### config.mk
export PLATFORM = sky130hd
export DESIGN_NAME = plate_sequencer
export DESIGN_NICKNAME = d
export VERILOG_FILES = /design/src/rtl/plate_sequencer.sv
export SDC_FILE = /design/constraint.sdc
export NUM_CORES = 1
export LEC_CHECK = 0
export ABC_AREA = 1
export CAP_MARGIN = 20
export CORE_UTILIZATION = 40
export DETAILED_ROUTE_END_ITERATION = 16
export GPL_TIMING_DRIVEN = 0
export MAX_ROUTING_LAYER = met4
export SETUP_SLACK_MARGIN = 0.02
export SLEW_MARGIN = 10
export SYNTH_ARGS = -nofsm -noshare
export SYNTH_HDL_FRONTEND = slang
export SYNTH_SLANG_ARGS = --single-unit
### constraint.sdc
create_clock -name clk_i -period 2.6 [get_ports clk_i]
set_clock_uncertainty 0.15 [all_clocks]
set_input_delay 0.65 -clock clk_i [delete_from_list [all_inputs] [get_ports clk_i]]
set_output_delay 0.65 -clock clk_i [all_outputs]
set_load 0.1 [all_outputs]
### src/rtl/plate_sequencer.sv
// Plate command sequencer: arbitrates input channels, gravity ticks and the commit/check/new
// auto-sequence onto a single-outstanding executor handshake, and keeps score and line totals.
package plate_sequencer_pkg;
  typedef enum logic [2:0] {
    eNop, eMoveLeft, eMoveRight, eMoveDown, eRotate, eCommit, eCheck, eNew
  } opcode_e;
endpackage

module plate_sequencer
  import plate_sequencer_pkg::*;
#(
  parameter int unsigned num_ch_p         = 2,
  parameter int unsigned gravity_period_p = 1000,
  parameter int unsigned lock_delay_p     = 2,
  parameter int unsigned score_width_p    = 16
) (
  input  logic                     clk_i,
  input  logic                     reset_n_i,
  input  opcode_e                  cmd_i [num_ch_p],
  input  logic [num_ch_p-1:0]      cmd_v_i,
  output logic [num_ch_p-1:0]      cmd_ready_o,
  input  logic                     pause_i,
  output opcode_e                  exe_opcode_o,
  output logic                     exe_v_o,
  input  logic                     exe_ready_i,
  input  logic                     exe_done_i,
  input  logic [2:0]               exe_line_elim_i,
  input  logic                     exe_cannot_move_down_i,
  input  logic                     exe_lose_i,
  output logic [score_width_p-1:0] score_o,
  output logic [score_width_p-1:0] lines_o,
  output logic                     lose_o,
  output logic                     busy_o
);

  localparam logic [2:0] StStart = 3'd0;
  localparam logic [2:0] StIdle  = 3'd1;
  localparam logic [2:0] StIssue = 3'd2;
  localparam logic [2:0] StWait  = 3'd3;
  localparam logic [2:0] StLost  = 3'd4;

  localparam int unsigned ChW   = (num_ch_p > 1) ? $clog2(num_ch_p) : 1;
  localparam int unsigned GravW = (gravity_period_p > 1) ? $clog2(gravity_period_p) : 1;
  localparam int unsigned LockW = $clog2(lock_delay_p + 1);
  localparam int unsigned SumW  = score_width_p + 1;
  localparam logic [num_ch_p-1:0] OneCh = 1;

  logic [2:0]               state_q, state_d;
  opcode_e                  cmd_q, cmd_d;
  logic                     auto_v_q, auto_v_d;
  opcode_e                  auto_op_q, auto_op_d;
  logic [GravW-1:0]         grav_cnt_q, grav_cnt_d;
  logic                     grav_pend_q, grav_pend_d;
  logic [LockW-1:0]         lock_q, lock_d;
  logic [ChW-1:0]           last_q, last_d;
  logic [score_width_p-1:0] score_q, score_d;
  logic [score_width_p-1:0] lines_q, lines_d;

  logic           grant_ok, grant_v, grav_clear, grav_tick, lock_fire;
  logic [ChW-1:0] grant_idx;
  int unsigned    idx;
  logic [2:0]     elim;
  logic [3:0]     pts;
  logic [SumW-1:0] score_sum, lines_sum;

  // Round-robin search starting one past the last granted channel.
  always_comb begin
    grant_v   = 1'b0;
    grant_idx = last_q;
    idx       = 0;
    for (int unsigned i = 1; i <= num_ch_p; i++) begin
      idx = 32'(last_q) + i;
      if (idx >= num_ch_p) idx = idx - num_ch_p;
      if (!grant_v && cmd_v_i[ChW'(idx)]) begin
        grant_v   = 1'b1;
        grant_idx = ChW'(idx);
      end
    end
    grant_ok    = (state_q == StIdle) && !pause_i && !auto_v_q && !grav_pend_q;
    cmd_ready_o = (grant_ok && grant_v) ? (OneCh << grant_idx) : '0;
  end

  always_comb begin
    state_d    = state_q;
    cmd_d      = cmd_q;
    auto_v_d   = auto_v_q;
    auto_op_d  = auto_op_q;
    last_d     = last_q;
    lock_d     = lock_q;
    score_d    = score_q;
    lines_d    = lines_q;
    grav_clear = 1'b0;
    lock_fire  = 1'b0;
    elim       = (exe_line_elim_i > 3'd4) ? 3'd4 : exe_line_elim_i;
    pts        = 4'd0;
    score_sum  = '0;
    lines_sum  = '0;

    unique case (state_q)
      StStart: begin
        cmd_d   = eNew;
        state_d = StIssue;
      end
      StIdle: begin
        if (auto_v_q) begin
          cmd_d     = auto_op_q;
          auto_v_d  = (auto_op_q == eCheck);
          auto_op_d = eNew;
          state_d   = StIssue;
        end else if (grav_pend_q && !pause_i) begin
          cmd_d      = eMoveDown;
          grav_clear = 1'b1;
          state_d    = StIssue;
        end else if (grant_ok && grant_v) begin
          last_d = grant_idx;
          case (cmd_i[grant_idx])
            eMoveLeft, eMoveRight, eMoveDown, eRotate: begin
              cmd_d   = cmd_i[grant_idx];
              state_d = StIssue;
            end
            eCommit: begin
              cmd_d     = eCommit;
              auto_v_d  = 1'b1;
              auto_op_d = eCheck;
              state_d   = StIssue;
            end
            default: ;
          endcase
        end
      end
      StIssue: begin
        if (exe_ready_i) state_d = StWait;
      end
      StWait: begin
        if (exe_done_i) begin
          if (cmd_q == eMoveDown) begin
            if (!exe_cannot_move_down_i) begin
              lock_d = '0;
            end else if (32'(lock_q) + 1 >= lock_delay_p) begin
              lock_d    = '0;
              lock_fire = 1'b1;
            end else begin
              lock_d = lock_q + LockW'(1);
            end
          end else if (cmd_q == eNew) begin
            lock_d = '0;
          end

          if (cmd_q == eCheck) begin
            unique case (elim)
              3'd0:    pts = 4'd0;
              3'd1:    pts = 4'd1;
              3'd2:    pts = 4'd3;
              3'd3:    pts = 4'd5;
              default: pts = 4'd8;
            endcase
            score_sum = SumW'(score_q) + SumW'(pts);
            lines_sum = SumW'(lines_q) + SumW'(elim);
            score_d   = score_sum[SumW-1] ? '1 : score_sum[score_width_p-1:0];
            lines_d   = lines_sum[SumW-1] ? '1 : lines_sum[score_width_p-1:0];
          end

          if (exe_lose_i) begin
            state_d = StLost;
          end else if (lock_fire) begin
            cmd_d     = eCommit;
            auto_v_d  = 1'b1;
            auto_op_d = eCheck;
            state_d   = StIssue;
          end else if (auto_v_q) begin
            cmd_d     = auto_op_q;
            auto_v_d  = (auto_op_q == eCheck);
            auto_op_d = eNew;
            state_d   = StIssue;
          end else begin
            state_d = StIdle;
          end
        end
      end
      StLost: ;
      default: state_d = StStart;
    endcase
  end

  // A tick arriving in the same cycle its predecessor is issued stays pending.
  always_comb begin
    grav_cnt_d = grav_cnt_q;
    grav_tick  = 1'b0;
    if (!pause_i && state_q != StLost) begin
      if (grav_cnt_q == GravW'(gravity_period_p - 1)) begin
        grav_cnt_d = '0;
        grav_tick  = 1'b1;
      end else begin
        grav_cnt_d = grav_cnt_q + GravW'(1);
      end
    end
    grav_pend_d = grav_tick ? 1'b1 : (grav_clear ? 1'b0 : grav_pend_q);
  end

  always_ff @(posedge clk_i or negedge reset_n_i) begin
    if (!reset_n_i) begin
      state_q     <= StStart;
      cmd_q       <= eNop;
      auto_v_q    <= 1'b0;
      auto_op_q   <= eNop;
      grav_cnt_q  <= '0;
      grav_pend_q <= 1'b0;
      lock_q      <= '0;
      last_q      <= ChW'(num_ch_p - 1);
      score_q     <= '0;
      lines_q     <= '0;
    end else begin
      state_q     <= state_d;
      cmd_q       <= cmd_d;
      auto_v_q    <= auto_v_d;
      auto_op_q   <= auto_op_d;
      grav_cnt_q  <= grav_cnt_d;
      grav_pend_q <= grav_pend_d;
      lock_q      <= lock_d;
      last_q      <= last_d;
      score_q     <= score_d;
      lines_q     <= lines_d;
    end
  end

  assign exe_v_o      = (state_q == StIssue);
  assign exe_opcode_o = cmd_q;
  assign lose_o       = (state_q == StLost);
  assign busy_o       = (state_q != StIdle);
  assign score_o      = score_q;
  assign lines_o      = lines_q;

endmodule
==> flow_summary.json <==
{
  "place_hpwl_um": 5960,
  "path_cells": "clkdlybuf4s50_1, inv_2, nor2_4, buf_4, fa_2, nand2_1, nand2_1, nand3_4, nor3b_2, nand4_1, buf_4, nand3_1",
  "cp-end-kind": "flop",
  "drt.antenna.violating_nets": 0,
  "clk_root_buffer_cell": "sky130_fd_sc_hd__clkbuf_8",
  "rrSetupSlack_ns": 0.48,
  "vdd.ir_drop.worst_v": 0.000398,
  "die_area_mm2": 0.00920,
  "number_of_standard_cells_after_synthesis": 501,
  "power_frac_comb_pct": 53.6,
  "die_height_um": 95.9,
  "boundaryPins": 58,
  "grt-ovfl-total": 0,
  "dr_total_vias": 3378,
  "initial_standard_cell_utilization_of_the_core_pct": 42.1,
  "syn_avg_cell_area_um2": 7.04,
  "fin_util_pct": 53.3,
  "layout-area-overhead-vs-synth_pct": 26.6,
  "route.top_layer_used": "met4",
  "diodes": 0,
  "gp_congestion": 0.847,
  "ys_top_cells_by_count": "sky130_fd_sc_hd__nand2_1, sky130_fd_sc_hd__inv_1, sky130_fd_sc_hd__nand3_1",
  "ffs_latches_synth": 55,
  "p_clk_share_pct": 12.2,
  "placement_stage_cell_area_mm2": 0.00425,
  "outcome": "complete, no violations",
  "design.final.nets": 602,
  "cts_hold_repair.buffers": 0,
  "vias_in_the_first_global_route": 3117,
  "fp.coreArea_mm2": 0.00838,
  "tightest_slew_ns": 0.963,
  "synthFlopType": "sky130_fd_sc_hd__dfrtp_1",
  "post-route-period-util_pct": 96.6,
  "critical_path_required_ns": 2.70,
  "min-delay-path-class": "in2async",
  "startpoint_type_of_the_worst_setup_path": "input pin",
  "chipWidth_um": 95.9,
  "criticalPathCategory": "in2reg",
  "swShare_pct": 53.4,
  "post-route-cell-area_mm2": 0.00446,
  "numPortBuffers": 57,
  "number_of_hold_slack_violations_in_the_final_timing_report": 0,
  "route.met3.wl_um": 340,
  "drive_above_1_share_pct": 11.0,
  "rsz0062_at_grt": "no",
  "tritoncts.num_buffers": 5,
  "cts_sinks": 55,
  "drt_first_pass_iters": 4,
  "netlist_area_mm2": 0.00353,
  "detail_route.drc_violations": 0,
  "clkLatencyLatePin_ns": 0.30,
  "max_clock_freq_ghz": 0.398,
  "first_iter_violations": 130,
  "cp_data_arrival_time_ns": 2.61,
  "postRouteWirelength_um": 8130,
  "std_cell_rows": 33,
  "yosysWarningCount": 0,
  "tritoncts": "done",
  "power.leakage_nw": 2.36,
  "async_reset_ff_share_pct": 100,
  "cellPowerDensity_mw_per_mm2": 865,
  "seq_total_area_yosys_pct": 39.1,
  "critical_path.top_delay_family": "buffers and inverters",
  "min_period_ns": 2.51,
  "grtUsageTotal_pct": 19.5,
  "synth_edf_count": 0,
  "slowest_cell_on_the_critical_path": "sky130_fd_sc_hd__clkdlybuf4s50_1",
  "wl_met2_um": 3710,
  "syn_nets": 531,
  "final.hold.worst_slack_ns": 0.218,
  "antenna_found_initial": 0,
  "detail_route.wirelength.met1_um": 4030,
  "maxCapViolCount": 0,
  "report.final.slew_viol_count": 0,
  "h-tree-depth": 2,
  "power.switching_w": 0.00206,
  "cts.clk_slew.worst_paths_ns": 0.11,
  "p_int_w": 0.00180,
  "worst_rel_slew_slack_pct": 36.1,
  "worst-path-max-fanout": 5,
  "clk_path_buf_depth": 2,
  "post-synth-top-count-cell": "sky130_fd_sc_hd__nand2_1",
  "power.share.sequential_pct": 34.2,
  "synth_area_leader_cell": "sky130_fd_sc_hd__dfrtp_1",
  "grt_max_degree": 56,
  "cp_num_buf_inv": 4,
  "post_drt_via_cell_ratio": 4.98,
  "yosys.area.top_type_share_pct": 38.3,
  "grt_first_pass_wirelength_um": 13800,
  "largest_cells_by_area_after_synthesis": "sky130_fd_sc_hd__dfrtp_1, sky130_fd_sc_hd__nand2_1, sky130_fd_sc_hd__nand3_1",
  "max_stage_delay_ns": 0.47,
  "wl_per_cell_um": 12.0,
  "post_synth_num_cell_types": 29,
  "finalSetupViolCount": 0
}
[area by class of cell]
cell class	instances	area, um^2
multi-input cells	370	1980
flip-flops and latches	55	1380
plain buffers	3	20.0
well taps	105	131
clock buffers	6	72.6
fillers	848	3920
repair buffers	63	591
clock inverters	2	12.5
inverters	74	278
[worst reg2reg max path, delay by kind of cell (launching register included)]
kind,cells,cell delay [ns]
AND/OR/NAND/NOR,7,0.95
AO/OA/AOI/OAI,2,0.36
flip-flops,1,0.57
[flip-flops by register name, summed over array words and instances, names as in the netlist]
register / count
exe_opcode_o: 3
lock_q: 2
score_o: 16
grav_cnt_q: 10
state_q: 3
auto_op_q: 2
lines_o: 16
grav_pend_q: 1
auto_v_q: 1
last_q: 1
[cell families after synthesis]
| family | synth area share (%) |
|---|---|
| AND/OR/NAND/NOR | 39.0 |
| flip-flops | 39.1 |
| adder cells (fa/ha/maj) | 4.68 |
| XOR/XNOR | 2.73 |
| AO/OA/AOI/OAI | 6.24 |
| buffers and inverters | 8.27 |
[metal layers]
layer / vias up / GRT usage, %
met5: - / -
li1: 1768 / -
met4: 0 / 4.48
met2: 63 / 31.6
met3: 4 / 3.95
met1: 1543 / 25.0
[repair_timing]
action,CTS,global route
cloned,1,1
resized for setup,77,25
setup endpoints to repair,66,31
pin swaps,3,7
hold endpoints to repair,0,0
setup buffers,1,4
[placed cells by master (no fill, tap or decap), drive strengths merged, types with 7 or more instances in the layout]
cell type      Yosys  final
a21oi             11     11
buf                2     11
clkbuf             1      7
clkdlybuf4s50      0     11
dfrtp             54     54
dlygate4sd2        0     39
ha                10     10
inv               74     74
nand2            143    143
nand3             58     58
nand4             18     19
nor2              60     60
nor3              13     13
o21ai             27     27
xor2               7      7
[stage by stage]
| stage | TNS, ns | total power [W] | cells | setup slack, ns |
|---|---|---|---|---|
| floorplan | 0 | 0.00294 | 501 | 0.120 |
| global placement | -76.72 | 0.00341 | 663 | -1.28 |
| detailed placement | -17.71 | 0.00343 | 663 | -1.10 |
| CTS | -0.00646 | 0.00385 | 673 | -0.00646 |
| global route | 0 | 0.00417 | 678 | 0.0261 |
| finish | 0 | 0.00386 | 678 | 0.0890 |
[power by group through the flow]
| stage | Clock, W | Sequential, W | Combinational, W |
|---|---|---|---|
| final | 0.000472 | 0.00132 | 0.00207 |
| after floorplan | 0 | 0.00191 | 0.00103 |
| after global routing | 0.000535 | 0.00136 | 0.00228 |
| after CTS | 0.000495 | 0.00131 | 0.00205 |
| after global placement | 0 | 0.00133 | 0.00208 |
| after detailed placement | 0 | 0.00133 | 0.00210 |
[worst paths after layout]
kind | cells after the start | from | to
min reg2reg | 2 | lines_o[0] | lines_o[0]
max | 12 | exe_line_elim_i[1] | lines_o[7]
min in group clk_i | 2 | lines_o[0] | lines_o[0]
min | 1 | reset_n_i | lines_o[12]
max reg2reg | 9 | last_q | exe_opcode_o[2]
max in group asynchronous | 1 | reset_n_i | state_q[2]
Power figures use the tool's default switching activity.
